==> src/rtl/data_mem_arbiter.sv <==
// Two-port arbiter in front of a single-ported data memory: round-robin grant,
// fixed four-phase access sequence, range checking and registered handshakes.

`ifndef LEGV8_INTEGER_SZ
`define LEGV8_INTEGER_SZ 64
`endif

module data_mem_arbiter #(
    parameter int DW        = `LEGV8_INTEGER_SZ,
    parameter int MEM_WORDS = 257
) (
    input  logic          clk,
    input  logic          rst,
    input  logic          req0,
    input  logic          req1,
    input  logic          we0,
    input  logic          we1,
    input  logic [DW-1:0] addr0,
    input  logic [DW-1:0] addr1,
    input  logic [DW-1:0] wdata0,
    input  logic [DW-1:0] wdata1,
    output logic          ack0,
    output logic          ack1,
    output logic          err0,
    output logic          err1,
    output logic [DW-1:0] rdata,
    output logic          stall0,
    output logic [DW-1:0] mem_addr,
    output logic [DW-1:0] mem_wdata,
    output logic          mem_read,
    output logic          mem_write,
    input  logic [DW-1:0] mem_rdata
);

    localparam logic [DW-1:0] ADDR_LIMIT = DW'(MEM_WORDS);

    typedef enum logic [1:0] {
        IDLE   = 2'd0,
        SETUP  = 2'd1,
        ACCESS = 2'd2,
        DONE   = 2'd3
    } state_t;

    function automatic logic addr_in_range(input logic [DW-1:0] a);
        return (a < ADDR_LIMIT);
    endfunction

    state_t        state_r;
    logic          last_grant_r;
    logic          gnt1_r;
    logic          we_r;
    logic          ok_r;
    logic [DW-1:0] rdata_r;
    logic          ack0_r;
    logic          ack1_r;
    logic          err0_r;
    logic          err1_r;
    logic [DW-1:0] mem_addr_r;
    logic [DW-1:0] mem_wdata_r;
    logic          mem_read_r;
    logic          mem_write_r;

    logic          any_req_s;
    logic          pick1_s;
    logic          sel_we_s;
    logic [DW-1:0] sel_addr_s;
    logic [DW-1:0] sel_wdata_s;
    logic          sel_ok_s;

    // Arbitration: a lone requester wins; on a tie the port not served last wins.
    always_comb begin
        any_req_s   = req0 | req1;
        pick1_s     = 1'b0;
        sel_we_s    = 1'b0;
        sel_addr_s  = '0;
        sel_wdata_s = '0;
        if (req1 && (!req0 || !last_grant_r)) begin
            pick1_s = 1'b1;
        end else begin
            pick1_s = 1'b0;
        end
        if (pick1_s) begin
            sel_we_s    = we1;
            sel_addr_s  = addr1;
            sel_wdata_s = wdata1;
        end else begin
            sel_we_s    = we0;
            sel_addr_s  = addr0;
            sel_wdata_s = wdata0;
        end
        sel_ok_s = addr_in_range(sel_addr_s);
    end

    // Access sequencer; every memory-side and handshake output is a register
    // loaded one state ahead so it is valid for the whole state it belongs to.
    always_ff @(posedge clk) begin
        if (rst) begin
            state_r      <= IDLE;
            last_grant_r <= 1'b1;
            gnt1_r       <= 1'b0;
            we_r         <= 1'b0;
            ok_r         <= 1'b0;
            rdata_r      <= '0;
            ack0_r       <= 1'b0;
            ack1_r       <= 1'b0;
            err0_r       <= 1'b0;
            err1_r       <= 1'b0;
            mem_addr_r   <= '0;
            mem_wdata_r  <= '0;
            mem_read_r   <= 1'b0;
            mem_write_r  <= 1'b0;
        end else begin
            case (state_r)
                IDLE: begin
                    ack0_r      <= 1'b0;
                    ack1_r      <= 1'b0;
                    err0_r      <= 1'b0;
                    err1_r      <= 1'b0;
                    mem_write_r <= 1'b0;
                    if (any_req_s) begin
                        state_r      <= SETUP;
                        last_grant_r <= pick1_s;
                        gnt1_r       <= pick1_s;
                        we_r         <= sel_we_s;
                        ok_r         <= sel_ok_s;
                        mem_addr_r   <= sel_addr_s;
                        mem_wdata_r  <= sel_wdata_s;
                        mem_read_r   <= ~sel_we_s & sel_ok_s;
                    end else begin
                        state_r     <= IDLE;
                        mem_addr_r  <= '0;
                        mem_wdata_r <= '0;
                        mem_read_r  <= 1'b0;
                    end
                end
                SETUP: begin
                    state_r     <= ACCESS;
                    mem_read_r  <= ~we_r & ok_r;
                    mem_write_r <= we_r & ok_r;
                end
                ACCESS: begin
                    state_r     <= DONE;
                    mem_read_r  <= 1'b0;
                    mem_write_r <= 1'b0;
                    ack0_r      <= ~gnt1_r;
                    ack1_r      <= gnt1_r;
                    err0_r      <= ~gnt1_r & ~ok_r;
                    err1_r      <= gnt1_r & ~ok_r;
                    // Out-of-range reads return zero rather than stale data.
                    if (!we_r) begin
                        rdata_r <= ok_r ? mem_rdata : '0;
                    end else begin
                        rdata_r <= rdata_r;
                    end
                end
                DONE: begin
                    state_r     <= IDLE;
                    ack0_r      <= 1'b0;
                    ack1_r      <= 1'b0;
                    err0_r      <= 1'b0;
                    err1_r      <= 1'b0;
                    mem_addr_r  <= '0;
                    mem_wdata_r <= '0;
                    mem_read_r  <= 1'b0;
                    mem_write_r <= 1'b0;
                end
                default: begin
                    state_r     <= IDLE;
                    ack0_r      <= 1'b0;
                    ack1_r      <= 1'b0;
                    err0_r      <= 1'b0;
                    err1_r      <= 1'b0;
                    mem_addr_r  <= '0;
                    mem_wdata_r <= '0;
                    mem_read_r  <= 1'b0;
                    mem_write_r <= 1'b0;
                end
            endcase
        end
    end

    assign ack0      = ack0_r;
    assign ack1      = ack1_r;
    assign err0      = err0_r;
    assign err1      = err1_r;
    assign rdata     = rdata_r;
    assign mem_addr  = mem_addr_r;
    assign mem_wdata = mem_wdata_r;
    assign mem_read  = mem_read_r;
    assign mem_write = mem_write_r;
    // The pipeline must freeze the same cycle its request is still outstanding.
    assign stall0    = req0 & ~ack0_r;

endmodule

==> config.mk <==
export PLATFORM = sky130hd
export DESIGN_NAME = data_mem_arbiter
export DESIGN_NICKNAME = d
export VERILOG_FILES = /design/src/rtl/data_mem_arbiter.sv
export SDC_FILE = /design/constraint.sdc
export NUM_CORES = 1
export LEC_CHECK = 0
export BUFFER_PORTS_ARGS = -buffer_cell sky130_fd_sc_hd__buf_2
export CORE_AREA = 3 3 202 204
export CTS_CLUSTER_SIZE = 30
export DETAILED_ROUTE_END_ITERATION = 10
export DIE_AREA = 0 0 205 207
export PLACE_DENSITY = 0.52
export SLEW_MARGIN = 20
export SYNTH_ARGS = -nofsm -noshare
export SYNTH_HDL_FRONTEND = slang
export SYNTH_SLANG_ARGS = --single-unit
export TNS_END_PERCENT = 50
==> constraint.sdc <==
create_clock -name clk -period 1.7 [get_ports clk]
set_clock_uncertainty 0.05 [all_clocks]
set_input_delay 0.255 -clock clk [delete_from_list [all_inputs] [get_ports clk]]
set_output_delay 0.255 -clock clk [all_outputs]
set_load 0.005 [all_outputs]
# After elaboration in Yosys (flattened, before gate mapping)
# Index checks and enable logic that the tools add are counted.
[word_totals] out_inout_bits=199 elab_cells=60 register_bits=204 inputBits=326
[op_classes] n_lt_le_gt_ge=1 eq_ne=3 n_mux=18 n_reduce_logical=12 n_bitwise=12
[op_table] cell="64-bit two-way mux" n=5
[op_table] cell="64-bit case mux with 2 select lines" n=2
[op_table] cell="64-bit by 9-bit less-than comparator with 1-bit output (second input constant)" n=1
[op_table] cell="1-bit case mux with 2 select lines" n=5
[op_table] cell="2-bit case mux with 4 select lines" n=1
[op_table] cell="1-bit AND" n=6
[op_table] cell="1-bit NOT" n=5
[op_table] cell="2-bit equality test (second input constant)" n=2
[op_table] cell="1-bit two-way mux" n=4
[op_table] cell="2-bit AND reduction" n=2
[op_table] cell="2-bit nonzero test" n=2
[op_table] cell="2-bit OR reduction" n=2
[op_table] cell="1-bit case mux with 3 select lines" n=1
[op_table] cell="3-bit OR reduction" n=1
[op_table] cell="2-bit by 1-bit equality test with 1-bit output (second input constant)" n=1
[op_table] cell="1-bit logical NOT" n=2
[op_table] cell="2-bit logical NOT" n=1
[op_table] cell="1-bit logical AND" n=1
[op_table] cell="1-bit logical OR" n=1
[op_table] cell="1-bit OR" n=1

# Depth between registers and ports, before layout
[logic_depth] word_depth=9 mapped_depth=7 depth_no_buf=6

# Least setup slack after synthesis
# OpenSTA, ideal clock, no wires.
[synth_timing] path_kind="reg-to-reg" start="reg state_r[0]" end="reg mem_addr_r[43], in the netlist mem_addr[43]" path_buffers=2 synth_period_minus_slack_ns=1.839 path_slack_ns=-0.139 required_time_ns=1.581 setup_time_ns=0.069 path_stages_with_launch=7 t_arrival_ns=1.720 cell_sequence="dfxtp_1 inv_1 ha_1 or4_4 buf_6 buf_2 o21ai_1"
[synth_between] elab_chain_len=2 word_cells_on_any_way=4 classes_between="eq/ne (1); mux (1); reduce/logical (2)"
[synth_rtl] element="from (decl)" line="48" rtl="state_t state_r;"
[synth_rtl] element="from (signal assigned)" line="98" rtl="state_r <= IDLE;"
[synth_rtl] element="from (signal assigned)" line="121" rtl="state_r <= SETUP;"
[synth_rtl] element="from (signal assigned)" line="130" rtl="state_r <= IDLE;"
[synth_rtl] element="2-bit equality test or 2-bit logical NOT (tied branches)" line="113" rtl="case (state_r)"
[synth_rtl] element="64-bit case mux with 2 select lines or 2-bit nonzero test (tied branches)"
[synth_rtl] element="to (signal assigned)" line="126" rtl="mem_addr_r <= sel_addr_s;"
[synth_rtl] element="to (decl)" line="58" rtl="logic [DW-1:0] mem_addr_r;"
# Several ways; a longest one is shown, not always the timed one.
# A chain may end at the register's enable or synchronous reset.

# Worst setup path after layout
[layout_timing] start="reg state_r[1]" end="reg mem_wdata_r[30], in the netlist mem_wdata[30]"
[layout_between] elab_chain_len=2 word_cells_on_any_way=4 classes_between="eq/ne (1); mux (1); reduce/logical (2)"
[layout_rtl] element="2-bit equality test or 2-bit logical NOT (tied branches)" line="113"
[layout_rtl] element="64-bit case mux with 2 select lines or 2-bit nonzero test (tied branches)"
[layout_rtl] element="to (signal assigned)" line="127" rtl="mem_wdata_r <= sel_wdata_s;"
[layout_rtl] element="to (decl)" line="59" rtl="logic [DW-1:0] mem_wdata_r;"
# Several ways; a longest one is shown, not always the timed one.

==> metrics <==
status=finished with violations; violations in the final reports=negative setup slack; Post-synth EDFFs=0; mapped cell area=8397 um^2; DRT iter0 DRCs=532; fin. max-slew vios=0; pin count of the biggest net entering global routing=72; Post-Synthesis Cells=954; Area Growth Syn to Fin=102.6%; DR vias=10811; Initial Util=21.28%; antenna violations before repair=3; input/output buffers=524; routability cong.=0.9791; syn_nets=1286; Post-layout nets=2159; Routed WL=42890 um; first-pass GRT wire length=58110 um; worst vdd ir=0.5855 mV; Max FO, Critical Path=7; synth unique cells=32; Period minus WS final=1.802 ns; CTS tree=done; worst min path class=in2reg; Data arrival, critical path=2.20 ns; leakage=7.626 nW; CTS sink count=204; worst-margin pin slew=0.7667 ns; die width=205 um; final setup fails=128; total CTS buffers=24; gr ovfl total=0; Synth warnings=0; I/O pins=525; Slew headroom=48.88%; post-synthesis register bit count=204; core area=39460 um^2; critical path type=reg2reg; Worst Setup Slack, final=-0.1021 ns; FFs w/ async S/R, synth=0%; commonest non-fill, non-tap cell in the layout=buf_2; Final ANT Viol Nets=0; post-route insts no fill=2372; DP HPWL=26660 um; TritonRoute pass-1 iters=7; Primary FF master, synth=dfxtp_1; DR vias/cell=4.558; placed cells=1988; max-cap check violation count=0; Hold Fails Final Rpt=0; Crit. End Element=flip-flop; Root Driver=clkbuf_16; RSZ-0062 raised after global routing=yes; most frequent cells in the layout=buf_2, dlygate4sd3_1, dfxtp_1; Max Fclk=554.9 MHz; clock latency at the later pin of the worst-skew pair=0.53 ns; placement row count=73; Worst-path clk slew=0.06 ns; buffer depth of the longest clock path=3; mean post-synth cell area=8.802 um^2; H-tree depth=1; layout cell share with drive strength beyond 1=41.95%; Tcrit/Tclk final=106.0%; GRT Util Overall=17.05%; Die Area=42440 um^2; DP Area=11960 um^2; sequential area share after synthesis=48.64%; Critical Path Start Type=flip-flop; wire per inst=18.08 um; Die Y=207 um; pre-CTS setup slack=-0.1139 ns; CP required=2.10 ns; DRC Markers=0; vias in the first global route=10869; Pwr per Cell Area=1095 nW/um^2; fin area=17010 um^2
[kinds of logic (layout without fill, tap and decap cells)]
family	after synthesis	after routing	synth area share [%]
compound gates	210	210	12.74
fa+ha+maj	6	6	0.8940
buf+inv	76	965	5.066
flops	204	204	48.64
mux	128	128	15.26
other cells	0	2	0
simple gates	330	332	17.40
[through the flow]
step	hold WS (ns)	setup TNS [ns]	power, W	util, %
6_report	0.05537	-7.305	0.01863	43.12
5_1_grt	0.04621	-12.96	0.01960	43.11
4_1_cts	0.0004254	-6.788	0.01725	40.41
3_5_place_dp	0.3888	-6.478	0.01097	30.31
3_3_place_gp	0.3814	-3.133	0.01091	30.31
2_1_floorplan	0.3700	-0.02307	0.008411	-
[registers in the layout (all words and copies together) (netlist names), 2 cells and up]
register	flops
state_r	2
mem_addr	64
mem_wdata	64
rdata	64
[final timing paths]
check                from             to  slack [ns]  cells after the start
max            state_r[1]  mem_wdata[30]       -0.10                      6
min              addr0[2]    mem_addr[2]        0.06                      3
max reg2reg    state_r[1]  mem_wdata[30]       -0.10                      6
min reg2reg  mem_wdata[7]   mem_wdata[7]        0.39                      2
[cells in the mapped netlist, drive strengths merged, types with 2 or more instances]
cell / number / area [um^2]
dfxtp: 204 / 4084
nand2: 197 / 739.5
o21ai: 131 / 655.6
mux2i: 128 / 1281
a21oi: 72 / 360.4
nand3: 66 / 330.3
buf: 44 / 305.3
clkbuf: 30 / 112.6
nor4: 30 / 187.7
nor2: 14 / 52.55
ha: 6 / 75.07
nand4: 6 / 37.54
nor3: 5 / 25.02
nor2b: 4 / 25.02
inv: 2 / 7.510
nor3b: 2 / 15.01
nor4b: 2 / 17.52
[report_power, final]
part	switching (W)	internal, W	leakage [nW]	total [W]
Clock	0.00212	0.00351	0.430	0.00563
Combinational	0.00336	0.00345	5.53	0.00680
Sequential	0.000515	0.00568	1.67	0.00620
Total	0.00599	0.0126	7.63	0.0186
[cell type report]
| class | count | area, um^2 |
|---|---|---|
| tap | 525 | 656.9 |
| fill | 3707 | 22440 |
| timing repair buffer | 919 | 6953 |
| multi-input combinational | 676 | 4432 |
| clock buffer | 33 | 705.7 |
| sequential | 204 | 4090 |
| clock inverter | 11 | 163.9 |
| inverter | 2 | 7.507 |
| antenna | 2 | 5.005 |
[routing by layer]
metal | track usage (%) | wire length (um) | part of all wire (%)
met5 | 0 | 13 | 0.030
met4 | 9.852 | 2290 | 5.3
met3 | 4.479 | 3250 | 7.6
met2 | 30.51 | 21070 | 49
met1 | 17.85 | 16260 | 38
[repair_timing]
item | 4_1_cts | 5_1_grt
setup endpoints to repair | 133 | 177
hold endpoints to repair | 189 | 0
pin swaps | 0 | 103
gates cloned | 0 | 24
resized for setup | 2 | 141
hold buffers | 311 | 0
buffers inserted | 0 | 6
[worst max-delay path, cell delays in order (launching register included)]
cell and delay, ns:
dfxtp_2 0.35, inv_2 0.06, ha_4 0.26, or4_4 0.53
buf_12 0.19, clkbuf_16 0.16, o21ai_2 0.13
Note: power is estimated with default switching activity, not from simulation.
